## src/rtl/regfile_wb_pkg.sv

```systemverilog
// Shared types and constants for the register-file writeback arbiter.
package regfile_wb_pkg;

  localparam int NUM_REQ_DEF = 3;
  localparam int DATA_W_DEF  = 32;
  localparam int ADDR_W_DEF  = 5;

  typedef struct packed {
    logic [ADDR_W_DEF-1:0] addr;
    logic [DATA_W_DEF-1:0] data;
  } wb_req_t;

  localparam logic [4:0] ZERO_REG = 5'd0;

endpackage

```

## src/rtl/rr_pick.sv

```systemverilog
// Combinational grant selection: round-robin from ptr_i, or lowest-index-wins
// when WB_FIXED_PRIO_EN is defined (the pointer input then disappears).
module rr_pick #(
  parameter int NUM_REQ = 3,
  parameter int IDX_W   = 2
) (
  input  logic [NUM_REQ-1:0] req_i,
`ifndef WB_FIXED_PRIO_EN
  input  logic [IDX_W-1:0]   ptr_i,
`endif
  output logic [NUM_REQ-1:0] gnt_o,
  output logic [IDX_W-1:0]   idx_o,
  output logic               any_o
);

  always_comb begin
    gnt_o = '0;
    idx_o = '0;
    any_o = 1'b0;
`ifdef WB_FIXED_PRIO_EN
    for (int i = NUM_REQ - 1; i >= 0; i--) begin
      if (req_i[i]) begin
        gnt_o    = '0;
        gnt_o[i] = 1'b1;
        idx_o    = IDX_W'(i);
        any_o    = 1'b1;
      end
    end
`else
    for (int k = 0; k < NUM_REQ; k++) begin
      int j;
      j = int'(ptr_i) + k;
      if (j >= NUM_REQ) j = j - NUM_REQ;
      if (!any_o && req_i[j]) begin
        gnt_o[j] = 1'b1;
        idx_o    = IDX_W'(j);
        any_o    = 1'b1;
      end
    end
`endif
  end

endmodule

```

## src/rtl/regfile_wb_arbiter.sv

```systemverilog
// Arbitrates NUM_REQ writeback sources onto the single register-file write port
// through a one-entry output stage. Define WB_FIXED_PRIO_EN for fixed priority.
module regfile_wb_arbiter
  import regfile_wb_pkg::*;
#(
  parameter int NUM_REQ = NUM_REQ_DEF,
  parameter int DATA_W  = DATA_W_DEF,
  parameter int ADDR_W  = ADDR_W_DEF
) (
  input  logic                        clk,
  input  logic                        reset,
  input  logic [NUM_REQ-1:0]          req_valid,
  output logic [NUM_REQ-1:0]          req_ready,
  input  logic [NUM_REQ*ADDR_W-1:0]   req_waddr,
  input  logic [NUM_REQ*DATA_W-1:0]   req_wdata,
  output logic                        reg_wr,
  output logic [ADDR_W-1:0]           waddr,
  output logic [DATA_W-1:0]           wdata,
  output logic [$clog2(NUM_REQ)-1:0]  grant_id
);

  localparam int IDX_W = $clog2(NUM_REQ);

  logic [NUM_REQ-1:0] gnt;
  logic [IDX_W-1:0]   idx;
  logic               any;
  logic [ADDR_W-1:0]  sel_addr;
  logic [DATA_W-1:0]  sel_data;

  logic               reg_wr_q, reg_wr_d;
  logic [ADDR_W-1:0]  waddr_q, waddr_d;
  logic [DATA_W-1:0]  wdata_q, wdata_d;
  logic [IDX_W-1:0]   gid_q, gid_d;
`ifndef WB_FIXED_PRIO_EN
  logic [IDX_W-1:0]   ptr_q, ptr_d;
`endif

  rr_pick #(.NUM_REQ(NUM_REQ), .IDX_W(IDX_W)) u_pick (
    .req_i (req_valid),
`ifndef WB_FIXED_PRIO_EN
    .ptr_i (ptr_q),
`endif
    .gnt_o (gnt),
    .idx_o (idx),
    .any_o (any)
  );

  // Grants are blanked during reset so no source believes it was consumed.
  assign req_ready = reset ? '0 : gnt;

  always_comb begin
    sel_addr = req_waddr[int'(idx)*ADDR_W +: ADDR_W];
    sel_data = req_wdata[int'(idx)*DATA_W +: DATA_W];
    reg_wr_d = any && (sel_addr != ADDR_W'(ZERO_REG));
    waddr_d  = any ? sel_addr : waddr_q;
    wdata_d  = any ? sel_data : wdata_q;
    gid_d    = any ? idx : gid_q;
`ifndef WB_FIXED_PRIO_EN
    ptr_d = ptr_q;
    if (any) ptr_d = (idx == IDX_W'(NUM_REQ - 1)) ? '0 : idx + 1'b1;
`endif
  end

  always_ff @(posedge clk) begin
    if (reset) begin
      reg_wr_q <= 1'b0;
      waddr_q  <= '0;
      wdata_q  <= '0;
      gid_q    <= '0;
`ifndef WB_FIXED_PRIO_EN
      ptr_q    <= '0;
`endif
    end else begin
      reg_wr_q <= reg_wr_d;
      waddr_q  <= waddr_d;
      wdata_q  <= wdata_d;
      gid_q    <= gid_d;
`ifndef WB_FIXED_PRIO_EN
      ptr_q    <= ptr_d;
`endif
    end
  end

  assign reg_wr   = reg_wr_q;
  assign waddr    = waddr_q;
  assign wdata    = wdata_q;
  assign grant_id = gid_q;

  a_one_grant: assert property (@(posedge clk) $onehot0(req_valid & req_ready));

endmodule

```

## config.mk

```make
export PLATFORM = sky130hd
export DESIGN_NAME = regfile_wb_arbiter
export DESIGN_NICKNAME = d
export VERILOG_FILES = /design/src/rtl/regfile_wb_pkg.sv /design/src/rtl/rr_pick.sv /design/src/rtl/regfile_wb_arbiter.sv
export SDC_FILE = /design/constraint.sdc
export NUM_CORES = 1
export LEC_CHECK = 0
export CAP_MARGIN = 10
export CORE_ASPECT_RATIO = 0.75
export CORE_UTILIZATION = 42
export CTS_CLUSTER_DIAMETER = 30
export DETAILED_ROUTE_END_ITERATION = 8
export PLACE_DENSITY = 0.93
export SETUP_SLACK_MARGIN = 0.5
export SYNTH_ARGS = -nofsm -noshare
export SYNTH_HDL_FRONTEND = slang
export SYNTH_SLANG_ARGS = --single-unit
```

## constraint.sdc

```tcl
create_clock -name clk -period 7.27 [get_ports clk]
set_clock_uncertainty 0.05 [all_clocks]
set_input_delay 2.181 -clock clk [delete_from_list [all_inputs] [get_ports clk]]
set_output_delay 2.181 -clock clk [all_outputs]
set_load 0.03 [all_outputs]
```

==> impl_metrics.yaml, run 1 <==
outcome:
  outcome: "finished clean"
synth:
  syn_avg_cell_area_um2: 10.1
  synthTopCellsByArea: "sky130_fd_sc_hd__dfxtp_1 (30%), sky130_fd_sc_hd__o221ai_2 (16%), sky130_fd_sc_hd__mux2i_1 (14%)"
  yosys.area.top_type_share_pct: 30.2
  synthCells: 276
  synth-edff-count: 0
  netlist_area_um2: 2780
  number_of_warnings_reported_in_the_yosys_synthesis_log: 0
  synth_top_cell_by_area: "sky130_fd_sc_hd__dfxtp_1"
  portion_of_the_post_synthesis_area_used_by_sequential_elements_pct: 30.2
  synth_async_sr_flop_share_pct: 0
  synthDistinctLibCells: 45
  synthesis.nets: 396
  synth-seq-cells: 42
  synth_flop_cell: "sky130_fd_sc_hd__dfxtp_1"
final_layout:
  antenna_cells_inserted: 0
  area_growth_from_synthesis_to_layout_pct: 57.1
  layout.cells.most_common_list: "sky130_fd_sc_hd__clkdlybuf4s50_1 (157), sky130_fd_sc_hd__nand2_1 (42), sky130_fd_sc_hd__dfxtp_1 (42)"
  finalNetCount: 545
  post_route_core_utilization_pct: 68.9
  drive_gt1_share_pct: 14.6
  layout.cells.most_common: "sky130_fd_sc_hd__clkdlybuf4s50_1"
timing:
  timing.fmax_mhz: 153
  rsz0062_at_grt: "false"
  final.period_utilization_pct: 89.9
  fin_crit_ns: 6.54
  finalMaxSlewViolations: 0
  worst_tran_pin_value_ns: 1.10
  setup_total_negative_slack_ns: 0
  slew_headroom_pct: 26.1
  timing.final.setup_violations: 0
  timing_hold_violations_final: 0
job:
  number_of_maximum_capacitance_constraint_violations: 0
pwr:
  power.clock.fraction_pct: 10.7
  p_switching_w: 0.000787
  ir_worst_vdd_mv: 0.223
  combinationalPowerShare_pct: 67.7
  power.share.sequential_pct: 21.7
  leakagePower_nw: 1.80
  internal_power_w: 0.000928
  powerDensity_nw_per_um2: 392
  netSwitchingFraction_pct: 45.9
clocking:
  clock_slew_seen_by_the_registers_of_the_worst_setup_and_hold_paths_ns: 0.08
  cts-resized-gates: 0
  cts.path.max_buffers: 2
  post_cts_hold_buffer_count: 0
  cts_max_level: 2
  cts_sinks: 42
  clk_root_buffer_cell: "sky130_fd_sc_hd__clkbuf_8"
  worstSkewPairLatency_ns: 0.29
  numCtsBuffers: 5
  cts_setup_buffers: 0
  cts_tree: "yes"
detailed_routing:
  drtAntennaViolNets: 0
  routed_wirelength_mm: 8.02
  dr.pass1.iters: 4
  via_per_inst: 5.19
  detailedRoute.firstIterationViolations: 63
  routedWlPerCell_um: 15.8
  vias: 2633
  post_route_drc: 0
setup_path:
  critical_path_required_ns: 5.04
  critPathKind: "primary input to output port"
  setup.worst_path.end_class: "output port"
  r2r_slack_ns: 3.81
  worst-endpoint-arrival_ns: 4.31
  worst_setup_path_start_kind: "primary input"
  worst-path-max-fanout: 5
global_routing:
  number_of_antenna_violations_at_the_first_check_in_global_routing: 0
  first_pass_grt_wire_length_mm: 12.4
  grt-ovfl-total: 0
  largest_net_degree_at_the_start_of_global_routing: 37
  grt_pass1_vias: 2662
  grt.total_usage_pct: 23.1
place:
  buffer_ports.inserted: 158
  place_hpwl_mm: 6.26
  globalplace.congestion: 0.935
floorplan:
  die_width_um: 96.0
  starting_density_pct: 43.8
  std_cell_rows: 25
  chipHeight_um: 72.5
  floorplan.die_area_um2: 6960
  io_pins: 159
  floorplan.core_area_um2: 6350
worst_hold_path:
  hold_path_class: "flip-flop to flip-flop"
## worst max-delay path: stages
cell and delay (ns):
sky130_fd_sc_hd__clkdlybuf4s50_1 0.56, sky130_fd_sc_hd__mux2i_1 0.12, sky130_fd_sc_hd__o21ai_2 0.26, sky130_fd_sc_hd__nor2b_1 0.22, sky130_fd_sc_hd__a221oi_1 0.10, sky130_fd_sc_hd__nor3_1 0.17
sky130_fd_sc_hd__clkdlybuf4s50_1 0.70
## cell families (layout without fill, tap and decap cells)
| logic type | after synthesis | in the layout | share of synthesized area [%] |
|---|---|---|---|
| adder cells (fa/ha/maj) | 4 | 4 | 1.80 |
| buffers and inverters | 58 | 208 | 13.6 |
| AND/OR/NAND/NOR | 71 | 71 | 13.1 |
| multiplexers | 41 | 41 | 15.1 |
| flip-flops | 42 | 42 | 30.2 |
| AO/OA/AOI/OAI | 60 | 60 | 26.3 |
## per-layer routing
layer | vias to the layer above | global-route usage (%) | part of all wire, %
met4 | 0 | 5.47 | 1.0
met1 | 1225 | 26.4 | 40
met5 | - | 0 | 0
met2 | 115 | 42.5 | 50
li1 | 1285 | - | -
met3 | 8 | 6.08 | 8.9
## final cells by class
class                           count  area (µm²)
Clock buffer                        6        72.6
Inverter                           40         150
Sequential cell                    42         841
Fill cell                         491        1980
Tap cell                           81         101
Clock inverter                      2        37.5
Multi-Input combinational cell    176        1570
Timing Repair Buffer              160        1600
## metrics by stage
stage | area [µm²] | hold WS [ns] | cells | worst slack [ns] | power (W)
global placement | 4260 | 0.395 | 499 | 0.627 | 0.00151
detailed placement | 4260 | 0.402 | 499 | 0.598 | 0.00154
global route | 4370 | 0.444 | 507 | 0.574 | 0.00182
CTS | 4370 | 0.419 | 507 | 0.585 | 0.00173
floorplan | 2780 | 0.419 | 276 | 1.49 | 0.00129
finish | 4370 | 0.417 | 507 | 0.731 | 0.00171
## power by group through the flow
stage,logic (W),registers [W],clock network [W]
after floorplan,0.000760,0.000531,0
after global placement,0.00113,0.000371,0
after detailed placement,0.00116,0.000376,0
after CTS,0.00117,0.000372,0.000187
after global routing,0.00124,0.000382,0.000197
final,0.00116,0.000371,0.000183
## registers in the layout, summed over array words and instances, names as in the netlist
signal and flops:
wdata 32, waddr 5, grant_id 2, ptr_q 2, reg_wr 1
## Yosys cell counts (2+ instances only)
cell	count
sky130_fd_sc_hd__buf_12	3
sky130_fd_sc_hd__ha_1	4
sky130_fd_sc_hd__nand2_1	42
sky130_fd_sc_hd__nor4_1	3
sky130_fd_sc_hd__nor3_1	2
sky130_fd_sc_hd__dfxtp_1	42
sky130_fd_sc_hd__clkbuf_2	2
sky130_fd_sc_hd__nand3b_1	4
sky130_fd_sc_hd__o21ai_2	4
sky130_fd_sc_hd__nor2b_1	2
sky130_fd_sc_hd__nor2_1	7
sky130_fd_sc_hd__o221ai_1	6
sky130_fd_sc_hd__mux2i_2	2
sky130_fd_sc_hd__o221ai_2	30
sky130_fd_sc_hd__mux2i_1	38
sky130_fd_sc_hd__o21ai_4	2
sky130_fd_sc_hd__inv_1	40
sky130_fd_sc_hd__nand2_2	2
sky130_fd_sc_hd__buf_6	10
sky130_fd_sc_hd__a21oi_1	4
sky130_fd_sc_hd__buf_8	3
## final timing paths
path	startpoint	endpoint	depth (start not counted)
worst max register to register	ptr_q[1]$_SDFFE_PP0P_	wdata[27]$_SDFFE_PP0P_	9
worst max-delay path	req_valid[1]	req_ready[0]	7
worst min-delay path	wdata[4]$_SDFFE_PP0P_	wdata[4]$_SDFFE_PP0P_	2
worst min register to register	wdata[4]$_SDFFE_PP0P_	wdata[4]$_SDFFE_PP0P_	2
No activity file was read; power rests on OpenSTA's default activity.
==> run 2: changes to the inputs <==
--- a/config.mk
+++ b/config.mk
@@ -7,10 +7,10 @@
 export LEC_CHECK = 0
 export CAP_MARGIN = 10
 export CORE_ASPECT_RATIO = 0.75
-export CORE_UTILIZATION = 42
+export CORE_UTILIZATION = 39
 export CTS_CLUSTER_DIAMETER = 30
 export DETAILED_ROUTE_END_ITERATION = 8
-export PLACE_DENSITY = 0.93
+export PLACE_DENSITY = 0.88
 export SETUP_SLACK_MARGIN = 0.5
 export SYNTH_ARGS = -nofsm -noshare
 export SYNTH_HDL_FRONTEND = slang
==> constraint.sdc (replaced) <==
create_clock -name clk -period 7.25 [get_ports clk]
set_clock_uncertainty 0.05 [all_clocks]
set_input_delay 2.175 -clock clk [delete_from_list [all_inputs] [get_ports clk]]
set_output_delay 2.175 -clock clk [all_outputs]
set_load 0.03 [all_outputs]
==> run 2 against run 1 <==
- via count is 1.0% lower
- power is 0.21% lower
- cell area is 0.49% higher
- worst setup slack got worse by 0.12 ns
- sequential share of layout area shrank 0.093 points
- sequential cell count unchanged
- clock power hardly changed
- core utilization down 4.9 points
- critical path depth unchanged
- sequential power about the same
- count of clock-buffer cells in the layout stayed put
- critical endpoint unchanged
- largest power group unchanged
==> impl_metrics.yaml, run 2 (same netlist as run 1, synthesis figures left out) <==
timing:
  worst_tran_pin_value_ns: 1.09
  slew_headroom_pct: 27.0
  timing_hold_violations_final: 0
  final.period_utilization_pct: 91.6
  rsz0062_at_grt: "false"
  finalWorstSetupSlack_ns: 0.608
  fin_crit_ns: 6.64
  setup_total_negative_slack_ns: 0
  timing.final.setup_violations: 0
  timing.fmax_mhz: 151
  finalMaxSlewViolations: 0
  timing.hold.ws_ns: 0.411
worst_hold_path:
  hold-path-endpoint: "grant_id[1]$_SDFFE_PP0P_"
  hold_depth: 2
  hp-start: "grant_id[1]$_SDFFE_PP0P_"
  hold_path_class: "flip-flop to flip-flop"
final_layout:
  max_reg_flops: 32
  drive_gt1_share_pct: 14.6
  footprint_of_the_multi_input_gates_um2: 1570
  antenna_cells_inserted: 0
  finalNetCount: 545
  area_growth_from_synthesis_to_layout_pct: 57.9
  layout.cells.most_common: "sky130_fd_sc_hd__clkdlybuf4s50_1"
  post_route_core_utilization_pct: 64.0
  seq_area_um2: 841
  filler_cell_count: 569
  layout.cells.most_common_list: "sky130_fd_sc_hd__clkdlybuf4s50_1 (157), sky130_fd_sc_hd__nand2_1 (42), sky130_fd_sc_hd__dfxtp_1 (42)"
floorplan:
  starting_density_pct: 40.6
  io_pins: 159
  std_cell_rows: 26
  floorplan.core_area_um2: 6860
  die_width_um: 99.6
  floorplan.die_area_um2: 7480
  chipHeight_um: 75.2
setup_path:
  critical_path.most_common_cell: "sky130_fd_sc_hd__clkdlybuf4s50_1"
  reg2reg_from: "ptr_q[1]$_SDFFE_PP0P_"
  max_stage_delay_ns: 0.73
  worst_setup_path_start_kind: "primary input"
  setup.worst_path.end_class: "output port"
  worstRegToRegCells: 9
  critical_path_required_ns: 5.03
  r2r_slack_ns: 3.87
  critPathSlowestCell: "sky130_fd_sc_hd__clkdlybuf4s50_1"
  critical_path.cell_chain: "clkdlybuf4s50_1 > mux2i_1 > o21ai_2 > nor2b_1 > a221oi_1 > nor3_1 > clkdlybuf4s50_1"
  critPathKind: "primary input to output port"
  worst-path-max-fanout: 5
  worst-endpoint-arrival_ns: 4.42
  crit-reg2reg-capture: "wdata[9]$_SDFFE_PP0P_"
detailed_routing:
  via_per_inst: 4.97
  drtAntennaViolNets: 0
  post_route_drc: 0
  vias: 2606
  routed_wirelength_mm: 7.67
  detailedRoute.firstIterationViolations: 38
  dr.pass1.iters: 4
  routedWlPerCell_um: 14.6
global_routing:
  grt_pass1_vias: 2581
  number_of_antenna_violations_at_the_first_check_in_global_routing: 0
  largest_net_degree_at_the_start_of_global_routing: 38
  grt-ovfl-total: 0
  first_pass_grt_wire_length_mm: 11.9
  grt.total_usage_pct: 20.3
job:
  number_of_maximum_capacitance_constraint_violations: 0
clocking:
  cts.path.max_buffers: 2
  clock_slew_seen_by_the_registers_of_the_worst_setup_and_hold_paths_ns: 0.08
  cts_tree: "yes"
  cts_max_level: 2
  post_cts_hold_buffer_count: 0
  cts_sinks: 42
  clk_root_buffer_cell: "sky130_fd_sc_hd__clkbuf_8"
  numCtsBuffers: 5
  cts_setup_buffers: 0
  worstSkewPairLatency_ns: 0.28
  cts-resized-gates: 0
pwr:
  leakagePower_nw: 1.80
  ir_worst_vdd_mv: 0.263
  powerDensity_nw_per_um2: 389
place:
  globalplace.congestion: 0.881
  place_ws_ns: 0.606
  place_hpwl_mm: 5.97
  buffer_ports.inserted: 158
outcome:
  outcome: "finished clean"
## run 2: cell counts in the layout (fill, tap and decap cells not counted)
No cell type changed its count.
## run 2: worst max-delay path: cells and delay by family
family | cells | cell delay, ns
buffers and inverters | 2 | 1.32
and+or+nand+nor | 2 | 0.43
AOI/OAI and AO/OA | 2 | 0.37
muxes | 1 | 0.13
## run 2: area by class of cell
type	count	area share, %
clock buffers	6	1.65
clock inverters	2	0.854
inverters	40	3.42
multi-input cells	176	35.8
flip-flops and latches	42	19.1
well taps	98	2.79
repair buffers	160	36.4
## run 2: power by group
group / switching [W] / internal, W / leakage (nW)
logic: 0.000654 / 0.000502 / 1.40
clock network: 0.0000802 / 0.000103 / 0.0514
registers: 0.0000465 / 0.000325 / 0.349
total: 0.000781 / 0.000930 / 1.80
## run 2: layer usage
layer  GRT usage, %  routed length (µm)  vias to the layer above
li1               -                   -                     1293
met5              0                   0                        -
met2           38.0                3760                      104
met1           24.4                3460                     1209
met3           4.64                 446                        0
met4           3.43                   0                        0
## run 2: through the flow
step | power (W) | instance area, µm² | std cells
after floorplan | 0.00129 | 2780 | 276
after global placement | 0.00152 | 4280 | 516
after detailed placement | 0.00154 | 4280 | 516
after CTS | 0.00173 | 4390 | 524
after global routing | 0.00181 | 4400 | 524
final | 0.00171 | 4400 | 524
## run 2: worst max-delay path by stage
stage | from | to | slack [ns] | depth (start not counted)
after floorplan | req_valid[1] | req_ready[1] | 1.48 | 6
after global placement | req_valid[1] | req_ready[1] | 0.63 | 8
after detailed placement | req_valid[1] | req_ready[1] | 0.61 | 8
after CTS | req_valid[1] | req_ready[1] | 0.59 | 8
after global routing | req_valid[1] | req_ready[0] | 0.53 | 7
final | req_valid[1] | req_ready[0] | 0.61 | 7
